<file path="src/rtl/vga_timing_gen.sv">
// vga_timing_gen
//
// Generates the pixel/line counters that drive the picture processing unit,
// then takes that unit's 1-bit colour back and emits HSync, VSync and 6-bit
// RGB. Sync and blanking are delayed so that they line up with the colour.
// Also provides line/frame ticks and a frame counter for game logic.
//
// Optional feature macro: TEST_PATTERN_EN
//   When it is defined and pattern_sel=1, a 40x40 checkerboard replaces
//   colour_in. When it is not defined, pattern_sel is unused.
//
// Ports:
//   clk          pixel clock
//   reset        synchronous, active-low
//   pix_en       advance enable (everything holds when low)
//   colour_in    pixel colour returned by the picture processing unit
//   pattern_sel  test-pattern select (only used with TEST_PATTERN_EN)
//   counter_H    current pixel, 0..H_TOTAL-1
//   counter_V    current line, 0..V_TOTAL-1
//   display_on   registered counters are inside the active area (undelayed)
//   line_tick    one-clock pulse when counter_H becomes 0
//   frame_tick   one-clock pulse when the counters wrap to (0,0)
//   frame_count  completed frames, wraps 255->0
//   hsync/vsync  delayed sync at the SYNC_ACTIVE level
//   rgb          delayed colour {R1,G1,B1,R0,G0,B0}, 0 outside the active area

module vga_timing_gen #(
   parameter int         H_ACTIVE       = 640,
   parameter int         H_FRONT        = 16,
   parameter int         H_SYNC         = 96,
   parameter int         H_BACK         = 48,
   parameter int         V_ACTIVE       = 480,
   parameter int         V_FRONT        = 10,
   parameter int         V_SYNC         = 2,
   parameter int         V_BACK         = 33,
   parameter logic       SYNC_ACTIVE    = 1'b0,
   parameter int         COLOUR_LATENCY = 2,
   parameter logic [5:0] FG_RGB         = 6'b111111,
   parameter logic [5:0] BG_RGB         = 6'b000000
) (
   input  logic       clk,
   input  logic       reset,
   input  logic       pix_en,
   input  logic       colour_in,
   input  logic       pattern_sel,
   output logic [9:0] counter_H,
   output logic [9:0] counter_V,
   output logic       display_on,
   output logic       line_tick,
   output logic       frame_tick,
   output logic [7:0] frame_count,
   output logic       hsync,
   output logic       vsync,
   output logic [5:0] rgb
);

   localparam int H_TOTAL = H_ACTIVE + H_FRONT + H_SYNC + H_BACK;
   localparam int V_TOTAL = V_ACTIVE + V_FRONT + V_SYNC + V_BACK;

   localparam logic [9:0] H_LAST   = 10'(H_TOTAL - 1);
   localparam logic [9:0] V_LAST   = 10'(V_TOTAL - 1);
   localparam logic [9:0] H_ACT    = 10'(H_ACTIVE);
   localparam logic [9:0] V_ACT    = 10'(V_ACTIVE);
   localparam logic [9:0] HS_FIRST = 10'(H_ACTIVE + H_FRONT);
   localparam logic [9:0] HS_LAST  = 10'(H_ACTIVE + H_FRONT + H_SYNC - 1);
   localparam logic [9:0] VS_FIRST = 10'(V_ACTIVE + V_FRONT);
   localparam logic [9:0] VS_LAST  = 10'(V_ACTIVE + V_FRONT + V_SYNC - 1);

   generate
      if (COLOUR_LATENCY < 1 || COLOUR_LATENCY > 4) begin : g_latency_check
         $error("vga_timing_gen: COLOUR_LATENCY must be in 1..4");
      end
   endgenerate

   // ------------------------------------------------------------------
   // Counters and ticks
   // ------------------------------------------------------------------
   logic       h_last;
   logic       v_last;
   logic [9:0] h_next;
   logic [9:0] v_next;
   logic       display_next;

   always_comb begin
      h_last       = (counter_H == H_LAST);
      v_last       = (counter_V == V_LAST);
      h_next       = counter_H + 10'd1;
      v_next       = counter_V;
      if (h_last) begin
         h_next = '0;
         v_next = v_last ? '0 : counter_V + 10'd1;
      end
      // display_on is registered from the next counter values so that it
      // describes the counters it is presented alongside.
      display_next = (h_next < H_ACT) && (v_next < V_ACT);
   end

   always_ff @(posedge clk) begin
      if (!reset) begin
         counter_H   <= '0;
         counter_V   <= '0;
         display_on  <= 1'b0;
         line_tick   <= 1'b0;
         frame_tick  <= 1'b0;
         frame_count <= '0;
      end else if (pix_en) begin
         counter_H  <= h_next;
         counter_V  <= v_next;
         display_on <= display_next;
         line_tick  <= h_last;
         frame_tick <= h_last && v_last;
         if (h_last && v_last) begin
            frame_count <= frame_count + 8'd1;
         end
      end else begin
         // Ticks mark an edge where the counters moved, so never on a hold.
         line_tick  <= 1'b0;
         frame_tick <= 1'b0;
      end
   end

   // ------------------------------------------------------------------
   // Raw sync levels (1 = asserted) from the registered counters
   // ------------------------------------------------------------------
   logic hsync_raw;
   logic vsync_raw;

   assign hsync_raw = (counter_H >= HS_FIRST) && (counter_H <= HS_LAST);
   assign vsync_raw = (counter_V >= VS_FIRST) && (counter_V <= VS_LAST);

   // ------------------------------------------------------------------
   // Delay line. Stage bundle: [0]=hsync_raw [1]=vsync_raw [2]=blank
   // and, with the test pattern, [3]=pattern pixel.
   // ------------------------------------------------------------------
`ifdef TEST_PATTERN_EN
   localparam int SW = 4;
   logic          pattern_raw;
   logic [SW-1:0] stage_in;

   // Parity of the 40-pixel tile indices gives the checkerboard.
   assign pattern_raw = 1'(counter_H / 10'd40) ^ 1'(counter_V / 10'd40);
   assign stage_in    = {pattern_raw, ~display_on, vsync_raw, hsync_raw};
`else
   localparam int SW = 3;
   logic [SW-1:0] stage_in;
   logic          unused_pattern_sel;

   assign unused_pattern_sel = pattern_sel;
   assign stage_in           = {~display_on, vsync_raw, hsync_raw};
`endif

   // Cleared stages are blank with both syncs inactive.
   localparam logic [SW-1:0] STAGE_IDLE = SW'(4);

   logic [SW-1:0] stage_q [COLOUR_LATENCY];
   logic [SW-1:0] stage_last;

   always_ff @(posedge clk) begin
      if (!reset) begin
         for (int i = 0; i < COLOUR_LATENCY; i++) begin
            stage_q[i] <= STAGE_IDLE;
         end
      end else if (pix_en) begin
         stage_q[0] <= stage_in;
         for (int i = 1; i < COLOUR_LATENCY; i++) begin
            stage_q[i] <= stage_q[i-1];
         end
      end
   end

   assign stage_last = stage_q[COLOUR_LATENCY-1];

   // ------------------------------------------------------------------
   // Output register: colour_in arrives COLOUR_LATENCY clocks after the
   // counters, the same point the last delay stage describes.
   // ------------------------------------------------------------------
   logic pixel;

`ifdef TEST_PATTERN_EN
   assign pixel = pattern_sel ? stage_last[3] : colour_in;
`else
   assign pixel = colour_in;
`endif

   always_ff @(posedge clk) begin
      if (!reset) begin
         hsync <= ~SYNC_ACTIVE;
         vsync <= ~SYNC_ACTIVE;
         rgb   <= '0;
      end else if (pix_en) begin
         hsync <= stage_last[0] ? SYNC_ACTIVE : ~SYNC_ACTIVE;
         vsync <= stage_last[1] ? SYNC_ACTIVE : ~SYNC_ACTIVE;
         rgb   <= stage_last[2] ? 6'b000000 : (pixel ? FG_RGB : BG_RGB);
      end
   end

endmodule
</file>
<file path="config.mk">
export PLATFORM = sky130hd
export DESIGN_NAME = vga_timing_gen
export DESIGN_NICKNAME = d
export VERILOG_FILES = /design/src/rtl/vga_timing_gen.sv
export SDC_FILE = /design/constraint.sdc
export NUM_CORES = 1
export LEC_CHECK = 0
export BUFFER_PORTS_ARGS = -buffer_cell sky130_fd_sc_hd__buf_2
export CAP_MARGIN = 20
export CELL_PAD_IN_SITES_DETAIL_PLACEMENT = 2
export CELL_PAD_IN_SITES_GLOBAL_PLACEMENT = 2
export CORE_MARGIN = 4
export CORE_UTILIZATION = 34
export CTS_BUF_LIST = sky130_fd_sc_hd__clkbuf_8
export CTS_CLUSTER_SIZE = 12
export DETAILED_ROUTE_END_ITERATION = 16
export PLACE_DENSITY = 0.82
export RECOVER_POWER = 25
export SLEW_MARGIN = 20
export SYNTH_ARGS = -nofsm -noshare
export SYNTH_HDL_FRONTEND = slang
export SYNTH_SLANG_ARGS = --single-unit
</file>
<file path="constraint.sdc">
create_clock -name clk -period 2.25 [get_ports clk]
set_input_delay 0.45 -clock clk [delete_from_list [all_inputs] [get_ports clk]]
set_output_delay 0.45 -clock clk [all_outputs]
set_load 0.05 [all_outputs]
</file>
After elaboration in Yosys (flattened, before gate mapping). Memory sizes are Yosys's and may differ from the RTL's. Cells that the tools add are included.

Reductions and logical operators: 6. $lt $le $gt $ge: 6. Shifts and indexed selects: 0. Divide/modulo/power cells: 0. Equality and inequality tests: 2. Muxes and demuxes: 13. Add/subtract/negate cells: 3. Bitwise logic cells: 3. $mul: 0.

Operator list (number): $mux W10 (3); $add A10 B1 Y10 const B (2); $eq A10 B10 Y1 const B (2); $mux W6 (2); $ge A10 B10 Y1 const B (1); $ge A10 B9 Y1 const B (1); $le A10 B10 Y1 const B (1); $le A10 B9 Y1 const B (1); $lt A10 B10 Y1 const B (1); $lt A10 B9 Y1 const B (1); $add A8 B1 Y8 const B (1); $mux W1 (6); $mux W3 (2); $logic_and A1 B1 Y1 (4); $reduce_and A2 Y1 (2); $or A1 B1 Y1 (2); $not A1 Y1 (1).

Bits in registers: 39. Bits in writable memories: 6. Memories: 1. Bits in latches: 0. Output and inout bits: 39. Memory bits (read-only): 0.

Memories: stage_q (words 2, bits a word 3, read ports 2, clocked after Yosys merged registers in 0, write ports 2, line 155) `logic [SW-1:0] stage_q [COLOUR_LATENCY];`.

Logic depth before layout (Yosys ltp). Gate-level depths: netlist (run 1).

Depth in word-level cells: 5. Depth in mapped cells: 8. Depth with buffers taken out: 7.

Worst setup path before layout (run 1). OpenSTA, ideal clock, no wires.

Path type: flip-flop to flip-flop. From: register counter_H[0]. To: register display_on. Cell stages (with the launch flop): 8. Arrival time: 2.376 ns. Data required time: 2.115 ns. Slack: -0.260 ns. Cell sequence: dfxtp_1 -> ha_1 -> nand4_1 -> or3_4 -> buf_6 -> or4_1 -> a22oi_1 -> o32ai_1.

Cells in the longest elaborated chain, start to end: 4. Elaborated cells between the ends (all ways): 7.

RTL lines: start, declared (line 46) `output logic [9:0] counter_H,`; start signal, assigned (line 107) `counter_H <= h_next;`; $add A10 B1 Y10 / $eq A10 B10 Y1 (equally long branches) (line 87, 85); $mux W10 (line 89) `if (h_last) begin`; $lt A10 B10 Y1 / $lt A10 B9 Y1 (equally long branches) (line 95) `display_next = (h_next < H_ACT) && (v_next < V_ACT);`; $logic_and A1 B1 Y1 (*) (line 95); end signal, assigned (line 109) `display_on <= display_next;`; end, declared (line 48) `output logic display_on,`.

Every way passes the cells marked *; elsewhere a longest branch is shown, timed or not. A chain may end at the register's enable or synchronous reset.

Final worst setup path (run 1).
From: register counter_H[0]. To: register frame_count[7].

Cells in the longest elaborated chain, start to end: 3.

RTL lines: $eq A10 B10 Y1 (line 85) `h_last = (counter_H == H_LAST);`; $logic_and A1 B1 Y1 (line 112) `if (h_last && v_last) begin`; $reduce_and A2 Y1 (no line); end signal, assigned (line 113) `frame_count <= frame_count + 8'd1;`; end, declared (line 51) `output logic [7:0] frame_count,`.

No other way between the ends.

==> summary.md, run 1 <==
| Metric | Value |
|---|---|
| Syn Area/Cell | `a little under 9 sq um` |
| First-pass GRT wire length | `roughly 10,000 um` |
| Critical path startpoint category | `flip-flop` |
| Clock root buffer | `clkbuf_8` |
| Layout Skew | `approximately 0.007 ns` |
| Core area | `~6000 sq um` |
| FF-to-FF Start | `counter_H[0]` |
| Synthesized flop and latch total | `40` |
| Worst skew pair latency | `0.30 ns` |
| First DRT Iteration DRCs | `74` |
| Final wirelength | `around 6300 um` |
| Initial antenna violation count | `0` |
| Post-synth top flop | `dfxtp_1` |
| # H-tree levels | `2` |
| Sequential share of the synthesized area | `roughly 41%` |
| Hold/Removal Path Class | `reg -> reg` |
| DR vias/cell | `about 5.3` |
| DR WL/cell | `roughly 17 um` |
| WP data required | `between 2 and 2.5 ns` |
| Period utilization | `92.4%` |
| Hold-fix buffers, CTS | `0` |
| Area growth syn-to-layout | `21.1%` |
| Post-synth EDFFs | `6` |
| Post-synthesis simple-gate area fraction | `30.4%` |
| Sw Ratio | `23.6%` |
| Die area | `roughly 7500 sq um` |
| Routability cong. | `about 0.8` |
| Chip Width | `86.5 um` |
| Status | `completed` |
| Fin Hold WS | `around 0.5 ns` |
| Measured slew at the worst slew-check pin | `a little under 0.6 ns` |
| Share of layout cells above drive strength 1 | `around a quarter` |
| Logic pwr share | `5.7%` |
| CP Capture Type | `flip-flop` |
| Clock sink count | `40` |
| Post-synthesis mux area share | `less than 1%` |
| Core Util, Final | `42.6%` |
| DR pass1 iterations | `4` |
| Syn. warnings | `0` |
| Setup crit start | `counter_H[0]` |
| Synthesized area | `~2100 sq um` |
| Max Slew Vio Count | `0` |
| IO Count | `44` |
| GRT overflow | `0` |
| Net Sw Power | `about 330 uW` |
| CP endpoint | `frame_count[7]` |
| VDD IR max | `~0.33 mV` |
| IO Port Bufs | `42` |
| Power Density | `557 nW/um^2` |
| R2R depth | `7` |
| Fin. Hold Viols | `0` |
| Vias in the first global route | `between 2,000 and 2,500` |
| Post-Synthesis Cells | `236` |
| Reg-to-reg endpoint | `frame_count[7]` |
| DIE HEIGHT | `about 87 um` |
| Syn_nets | `roughly 250` |
| R2R setup slack | `0.17 ns` |
| Final setup violation count | `0` |
| Remaining antenna violation count | `0` |
| CTS tree | `built` |
| Site Rows | `28` |
| Detail Placement HPWL | `4580 um` |
| NumNets Final | `294` |
| Worst rel slew slack | `60.6%` |
| Post-synthesis compound-gate area fraction | `10.6%` |
| Fmax | `just under 500 MHz` |
| Clock Path Buffers | `2` |
| Initial core utilization | `a little over a third` |
| Gr usage total | `17.5%` |
| Clock power frac | `a little over two fifths` |
| Clock-pin slew on the worst setup and hold paths | `about 0.08 ns` |
| Kind of critical path | `reg -> reg` |
| Drt drc | `0` |
| Largest net degree at the start of global routing | `28` |
| DR vias | `roughly 1,900` |
| Tmin final | `slightly above 2 ns` |
| Setup TNS | `0 ns` |
| Cts bufs inserted | `5` |
| Pleak | `0.00104 uW` |
| Fraction of synthesized cell area in xor and xnor cells | `7.10%` |
| RSZ-0062 raised after global routing | `no` |
| Crit Path Max Fanout | `8` |
| Commonest non-fill, non-tap cell in the layout | `buf_2` |
| Cell-internal power | `1080 uW` |
| Synth cell types | `between 40 and 50` |
| Antenna Cells | `0` |
| Sequential share of power | `a little over half` |
| Largest family of logic cells by synthesized area | `simple AND/OR/NAND/NOR gates` |
| Pwr Total | `approximately 1400 uW` |
| Ys async rst share | `0%` |
| Max-cap violations | `0` |
| Most frequent cells in the layout | `36 x buf_2, 29 x dfxtp_1, 17 x nand2_1, 17 x and2_1, 17 x buf_4` |
| Adder-cell share of the synthesized area | `3.58%` |
| CP arrival | `between 2 and 2.5 ns` |
## critical path, stage by stage, from the launching register on
cell,delay (ns)
dfxtp_4,0.41
ha_1,0.18
nand4_1,0.15
nor3_1,0.25
buf_4,0.20
nand4_1,0.23
or3_1,0.41
a21boi_0,0.17
## layout make-up
cell class                 count  area [sq um]
fill                         695          3420
clock inverter                 3          37.5
tap                           75          93.8
sequential                    40           872
inverter                       7          26.3
clock buffer                   5          68.8
timing repair buffer          59           330
multi-input combinational    170          1110
## power groups by stage
stage	combinational (uW)	clock, uW	sequential, uW
after floorplan	34.2	0	779
after global placement	77.6	0	760
after detailed placement	80.8	0	762
after CTS	81.6	603	745
after global routing	87.2	625	747
final	80.0	588	745
## synthesized netlist by cell type, drive strengths merged (4+ instances only)
cell type / count / share of area (%)
nor3: 5 / 1.2
buf: 8 / 3.1
or3: 4 / 1.4
nor2: 12 / 2.1
o21ai: 14 / 3.3
xnor2: 13 / 5.4
xor2: 4 / 1.7
a21boi: 5 / 1.8
dfxtp: 34 / 32
ha: 6 / 3.6
and3: 10 / 3.0
clkbuf: 11 / 2.0
nand2: 17 / 3.0
nand4: 14 / 4.2
and2: 19 / 5.7
edfxtp: 6 / 8.6
nand3: 10 / 2.4
inv: 7 / 1.3
## metrics by stage
stage,instances,area (sq um),setup WS [ns]
final,359,2540,0.171
after CTS,358,2530,0.101
after floorplan,236,2110,0.0165
after global placement,350,2430,0.278
after detailed placement,350,2430,0.123
after global routing,359,2540,0.00137
## metal layers
layer | vias to the layer above | share of wire (%) | GRT usage (%)
li1 | 926 | - | -
met3 | 9 | 4.0 | 2.85
met2 | 40 | 48 | 30.2
met4 | 0 | 1.1 | 4.96
met1 | 943 | 46 | 22.5
met5 | - | 0 | 0
## logic make-up (layout without fill, tap and decap cells)
group	after synthesis	in the layout
AO/OA/AOI/OAI	34	34
XOR/XNOR	17	17
adder cells (fa/ha/maj)	6	6
buffers and inverters	26	74
flip-flops	40	40
multiplexers	2	2
AND/OR/NAND/NOR	111	111
## repair_timing
action / CTS / global route
resized for setup: 0 / 1
buffers inserted: 0 / 1
endpoints found under the setup margin: 0 / 2
hold endpoints to repair: 0 / 0
## sequential cells by signal (all words and copies together) (netlist names)
register and cells:
display_on 1, counter_H 10, counter_V 10, line_tick 1
frame_count 8, frame_tick 1, hsync 1, rgb 1
vsync 1, stage_q 6
## how the worst min path moves through the flow
stage | start | endpoint | slack (ns) | depth (start not counted)
floorplan | stage_q[0][2] | stage_q[0][5] | 0.48 | 1
global placement | hsync | hsync | 0.45 | 2
detailed placement | display_on | stage_q[0][2] | 0.48 | 1
CTS | display_on | stage_q[0][2] | 0.50 | 1
global route | display_on | stage_q[0][2] | 0.52 | 1
finish | display_on | stage_q[0][2] | 0.49 | 1
(Power assumes the default switching activity.)
==> run 2, diff against run 1 <==
==> config.mk (replaced) <==
export PLATFORM = sky130hd
export DESIGN_NAME = vga_timing_gen
export DESIGN_NICKNAME = d
export VERILOG_FILES = /design/src/rtl/vga_timing_gen.sv
export SDC_FILE = /design/constraint.sdc
export NUM_CORES = 1
export LEC_CHECK = 0
export ABC_AREA = 1
export BUFFER_PORTS_ARGS = -buffer_cell sky130_fd_sc_hd__buf_2
export CAP_MARGIN = 20
export CELL_PAD_IN_SITES_DETAIL_PLACEMENT = 2
export CELL_PAD_IN_SITES_GLOBAL_PLACEMENT = 2
export CORE_MARGIN = 4
export CORE_UTILIZATION = 31
export CTS_BUF_LIST = sky130_fd_sc_hd__clkbuf_8
export CTS_CLUSTER_SIZE = 12
export DETAILED_ROUTE_END_ITERATION = 16
export PLACE_DENSITY = 0.81
export RECOVER_POWER = 25
export SYNTH_ARGS = -nofsm -noshare
export SYNTH_HDL_FRONTEND = slang
export SYNTH_SLANG_ARGS = --single-unit
==> run 2 against run 1 <==
Net effect:
- clock-buffer cell count did not move
- non-clock buffer count fell by 15
- clock power rose by 1%
- critical path depth rose by 4
- largest power group unchanged
- cell count rose by 14%
- fmax rose by 11%
- combinational power fell by 8.0%
- global-route usage fell by 0.74 points
- die area rose by 10%
- first-iteration DRC count fell by 14%
==> summary.md, run 2 <==
| Metric | Value |
|---|---|
| Post-Synthesis Cells | `approximately 290` |
| CTS tree | `built` |
| Worst skew pair latency | `roughly 0.30 ns` |
| Tmin final | `around 1.9 ns` |
| Commonest non-fill, non-tap cell in the layout | `nand2_1` |
| Fmax | `536 MHz` |
| Synth area leader | `dfxtp_1` |
| DR vias | `around 2,100` |
| Synth cell types | `29` |
| Worst rel slew slack | `roughly 58%` |
| Cell seen most often among critical-path stages | `nand2_1` |
| Pleak | `approximately 0.0010 uW` |
| GRT overflow | `0` |
| VDD IR max | `about 0.22 mV` |
| Delay-heaviest family, CP | `simple AND/OR/NAND/NOR gates` |
| Post-synthesis compound-gate area fraction | `between 8 and 9%` |
| Max Slew Vio Count | `0` |
| Clock Path Buffers | `2` |
| Clock sink count | `40` |
| Clock-pin slew on the worst setup and hold paths | `around 0.08 ns` |
| Top cell type's share of synthesized area | `about a third` |
| Count leader, synth | `nand2_1` |
| Crit Path Max Fanout | `11` |
| Final setup violation count | `0` |
| Gr usage total | `16.7%` |
| Setup TNS | `0 ns` |
| Measured slew at the worst slew-check pin | `approximately 0.62 ns` |
| Adder-cell share of the synthesized area | `roughly 3.5%` |
| Fin. Hold Viols | `0` |
| DR pass1 iterations | `4` |
| IO Port Bufs | `42` |
| Setup crit start | `counter_H[1]` |
| Delay of the slowest critical-path stage | `roughly 0.4 ns` |
| Post-synth EDFFs | `6` |
| Layout Skew | `roughly 0.0054 ns` |
| Initial antenna violation count | `0` |
| Chip Width | `between 90 and 100 um` |
| Hold/Removal Path Class | `in -> reg` |
| Post-synth top flop | `dfxtp_1` |
| Syn Area/Cell | `~7.3 sq um` |
| Syn. warnings | `0` |
| Drt drc | `0` |
| Fraction of synthesized cell area in xor and xnor cells | `under 10%` |
| Largest net degree at the start of global routing | `19` |
| Max-cap violations | `0` |
| Crit-path cells | `ha_1 > nand2_1 > nor2_1 > nand4_1 > buf_4 > nor2_1 > nand2_1 > nand2_1 > inv_2 > o21ai_1 > a21oi_1` |
| Status | `completed` |
| Post-synthesis simple-gate area fraction | `33.6%` |
| Routability cong. | `between 0.7 and 0.8` |
| DR vias/cell | `~5` |
| IO Count | `44` |
| Synthesized area | `approximately 2100 sq um` |
| Buffer count from post-CTS setup fixing | `0` |
| DIE HEIGHT | `about 91 um` |
| Share of layout cells above drive strength 1 | `between 10% and 20%` |
| Top cells by count, synth | `66 x nand2_1, 36 x nor2_1, 34 x dfxtp_1, 28 x inv_1, 22 x nand3_1` |
| Syn_nets | `302` |
| First-pass GRT wire length | `11,200 um` |
| Period utilization | `between 80% and 90%` |
| Remaining antenna violation count | `0` |
| Area growth syn-to-layout | `16.1%` |
| Initial core utilization | `between 30% and 40%` |
| Core area | `roughly 6500 sq um` |
| Main area contributors after synthesis | `dfxtp_1 32%, nand2_1 12%, edfxtp_1 8.5%` |
| Fin Hold WS | `0.398 ns` |
| Kind of critical path | `reg -> reg` |
| CP Buf/Inv Count | `2` |
| RSZ-0062 raised after global routing | `no` |
| Vias in the first global route | `~2,300` |
| Final wirelength | `6470 um` |
| Largest regs | `counter_H x10, counter_V x10, frame_count x8` |
| Site Rows | `29` |
| CP Capture Type | `flip-flop` |
| DR WL/cell | `approximately 16 um` |
| FF-to-FF Start | `counter_H[1]` |
| Crit path max-delay cell type | `dfxtp_1` |
| Synthesized flop and latch total | `40` |
| Critical path startpoint category | `flip-flop` |
| First DRT Iteration DRCs | `64` |
| WP data required | `about 2.4 ns` |
| # H-tree levels | `2` |
| Hold-fix buffers, CTS | `0` |
| NumNets Final | `343` |
| Ys async rst share | `0%` |
| Detail Placement HPWL | `approximately 5000 um` |
| Post-synthesis mux area share | `0%` |
| CP arrival | `~2.1 ns` |
| Largest family of logic cells by synthesized area | `simple AND/OR/NAND/NOR gates` |
| Cts bufs inserted | `5` |
| Power Density | `571 nW/um^2` |
| Most frequent cells in the layout | `66 x nand2_1, 36 x nor2_1, 34 x dfxtp_1` |
| Die area | `~8200 sq um` |
| Sequential share of the synthesized area | `40.5%` |
| Antenna Cells | `0` |
| Hold Path Origin | `colour_in` |
| Clock root buffer | `clkbuf_8` |
| Post-CTS Resized | `0` |
[run 2: path summary, 6_finish.rpt]
| check | endpoint | slack (ns) | cells after the start |
|---|---|---|---|
| min reg2reg | vsync | 0.43 | 1 |
| max | counter_V[4] | 0.38 | 11 |
| min | rgb[4] | 0.40 | 2 |
| max reg2reg | counter_V[4] | 0.38 | 11 |
[run 2: logic make-up after synthesis]
logic type	count (synthesis)
AO/OA/AOI/OAI	33
buffers and inverters	50
flip-flops	40
XOR/XNOR	8
adder cells (fa/ha/maj)	6
AND/OR/NAND/NOR	154
[run 2: through the flow]
stage / utilization [%] / instance area [sq um] / setup WS, ns / instances / total power, uW
finish: 38.0 / 2460 / 0.385 / 410 / 1410
global route: 38.0 / 2460 / 0.172 / 410 / 1470
CTS: 38.3 / 2490 / 0.385 / 410 / 1430
detailed placement: 36.6 / 2380 / 0.411 / 402 / 836
global placement: 36.6 / 2380 / 0.448 / 402 / 832
floorplan: - / 2120 / 0.322 / 291 / 810
[run 2: layer usage]
metal / global-route usage (%) / up-vias / wire length (um)
met5: 0 / - / 0
met4: 3.06 / 0 / 23
met3: 3.83 / 2 / 211
met2: 28.7 / 34 / 3170
met1: 21.6 / 994 / 3060
li1: - / 1022 / -
[run 2: cell type report]
cell class	count	area (sq um)
flip-flops and latches	40	861
inverters	40	150
multi-input cells	201	1050
clock inverters	3	38.8
clock buffers	5	68.8
repair buffers	44	204
well taps	77	96.3
fillers	789	4030
[run 2: power by group]
| part | leakage (uW) | switching (uW) | total, uW | internal, uW |
|---|---|---|---|---|
| clock network | 0.0000593 | 269 | 594 | 325 |
| logic | 0.000629 | 60.5 | 73.6 | 13.1 |
| registers | 0.000335 | 6.46 | 741 | 734 |
| total | 0.00102 | 336 | 1410 | 1070 |
==> run 3, diff against run 2 <==
==> constraint.sdc (replaced) <==
create_clock -name clk -period 1.9 [get_ports clk]
set_input_delay 0.38 -clock clk [delete_from_list [all_inputs] [get_ports clk]]
set_output_delay 0.38 -clock clk [all_outputs]
set_load 0.05 [all_outputs]
==> run 3 against run 2 <==
Net effect:
- via count increased by 5.3%
- die area unchanged
- largest cell class unchanged
- total power rose by 20%
- largest power group unchanged
- global-route usage rose by 1.1 points
- hold slack worse by 0.078 ns
- critical path type unchanged
- clock skew grew 0.0029 ns
==> summary.md, run 3 (synthesis results as in run 2) <==
| Metric | Value |
|---|---|
| NumNets Final | `around 350` |
| Worst rel slew slack | `between 60% and 70%` |
| VDD IR max | `between 0.3 and 0.4 mV` |
| Detail Placement HPWL | `~5100 um` |
| CP arrival | `approximately 2.0 ns` |
| Clock-pin slew on the worst setup and hold paths | `approximately 0.090 ns` |
| Sw Ratio | `about a quarter` |
| Layout Skew | `0.00833 ns` |
| Share of layout cells above drive strength 1 | `24.6%` |
| Routability cong. | `between 0.7 and 0.8` |
| DR WL/cell | `around 17 um` |
| Cts bufs inserted | `5` |
| Delay-heaviest family, CP | `simple AND/OR/NAND/NOR gates` |
| Hold-fix buffers, CTS | `0` |
| Largest net degree at the start of global routing | `14` |
| Max Slew Vio Count | `0` |
| Commonest non-fill, non-tap cell in the layout | `nand2_1` |
| Final setup violation count | `0` |
| Max-cap violations | `0` |
| Fillers | `794` |
| Cell seen most often among critical-path stages | `nand2_1` |
| DR vias | `roughly 2,200` |
| Final wirelength | `roughly 7000 um` |
| Antenna Cells | `0` |
| Core Util, Final | `between 30 and 40%` |
| Area after DPL | `between 2000 and 2500 sq um` |
| Crit path max-delay cell type | `dfxtp_2` |
| Clock sink count | `40` |
| Area growth syn-to-layout | `21.2%` |
| RSZ-0062 raised after global routing | `no` |
| GRT overflow | `0` |
| Critical path startpoint category | `flip-flop` |
| Design Area, Final | `2570 sq um` |
| Slack of the critical path | `~0.14 ns` |
| Initial antenna violation count | `0` |
| Clock power frac | `between 40% and 50%` |
| Crit-path cells | `ha_1 > nand2_2 > inv_1 > nand3_2 > nor2_4 > nand3_2 > nand3_1 > nand2_1 > nor2_2 > nand2_1 > nand2_1` |
| DR pass1 iterations | `7` |
| Net Sw Power | `412 uW` |
| IO Port Bufs | `42` |
| Drt drc | `0` |
| Power Density | `roughly 660 nW/um^2` |
| Hold/Removal Path Class | `in -> reg` |
| CP Capture Type | `flip-flop` |
| CTS tree | `built` |
| DIE HEIGHT | `around 90 um` |
| Logic pwr share | `between 5 and 6%` |
| CP Buf/Inv Count | `1` |
| Fmax | `between 500 and 600 MHz` |
| Crit Path Max Fanout | `8` |
| Site Rows | `29` |
| Core area | `around 6500 sq um` |
| Gr usage total | `17.8%` |
| Cell-internal power | `1280 uW` |
| Kind of critical path | `reg -> reg` |
| Pleak | `roughly 0.0011 uW` |
| Period utilization | `92.5%` |
| Measured slew at the worst slew-check pin | `slightly below 0.6 ns` |
| R2R setup slack | `0.14 ns` |
| Clock root buffer | `clkbuf_8` |
| Sequential share of power | `roughly 52%` |
| Remaining antenna violation count | `0` |
| Chip Width | `a little over 90 um` |
| # H-tree levels | `2` |
| First-pass GRT wire length | `about 12,000 um` |
| Largest regs | `counter_H x10, counter_V x10, frame_count x8` |
| Vias in the first global route | `2,271` |
| DR vias/cell | `roughly 5.2` |
| First DRT Iteration DRCs | `roughly 120` |
| WP data required | `roughly 2.2 ns` |
| Tmin final | `1.76 ns` |
| Place WS | `0.116 ns` |
| Clock Path Buffers | `2` |
| Initial core utilization | `about a third` |
| Die area | `approximately 8200 sq um` |
| Setup TNS | `0 ns` |
| Most frequent cells in the layout | `64 x nand2_1, 35 x buf_2, 32 x nor2_1` |
| IO Count | `44` |
| Delay of the slowest critical-path stage | `~0.37 ns` |
| Fin. Hold Viols | `0` |
| Worst skew pair latency | `0.30 ns` |
| Status | `completed` |
[run 3: area by class of cell]
cell class | instances | area, sq um | area share, %
Clock inverter | 3 | 42.5 | 1.65
Multi-Input combinational cell | 201 | 1070 | 41.7
Clock buffer | 5 | 68.8 | 2.67
Tap cell | 77 | 96.3 | 3.74
Timing Repair Buffer | 53 | 277 | 10.7
Inverter | 40 | 150 | 5.83
Sequential cell | 40 | 866 | 33.6
[run 3: power groups by stage]
stage | Combinational, uW | Clock [uW] | Sequential, uW
6_report | 96.2 | 717 | 879
3_3_place_gp | 93.4 | 0 | 897
2_1_floorplan | 38.4 | 0 | 921
5_1_grt | 105 | 781 | 880
3_5_place_dp | 96.2 | 0 | 898
4_1_cts | 98.8 | 741 | 878
[run 3: final timing paths]
| check | depth (start not counted) | startpoint | to |
|---|---|---|---|
| worst max register to register | 11 | counter_H[0] | display_on |
| worst min register to register | 1 | stage_q[0][4] | vsync |
| worst min-delay path | 2 | colour_in | rgb[4] |
| worst max-delay path | 11 | counter_H[0] | display_on |
[run 3: metrics by stage]
stage,hold slack [ns],cells,power (uW)
after floorplan,0.399,291,960
after global placement,0.402,408,991
after detailed placement,0.416,408,994
after CTS,0.315,416,1720
after global routing,0.331,419,1770
final,0.321,419,1690
[run 3: metal layers]
layer / up-vias / wire length (um) / global-route usage, % / share of wire [%]
li1: 1042 / - / - / -
met4: 0 / 131 / 4.59 / 1.9
met3: 11 / 181 / 2.83 / 2.6
met2: 41 / 3480 / 30.6 / 50
met1: 1066 / 3230 / 23.1 / 46
met5: - / 0 / 0 / 0
[run 3: timing repair]
action | CTS | global route
endpoints found under the setup margin | 0 | 6
resized for setup | 0 | 10
buffers inserted | 0 | 3
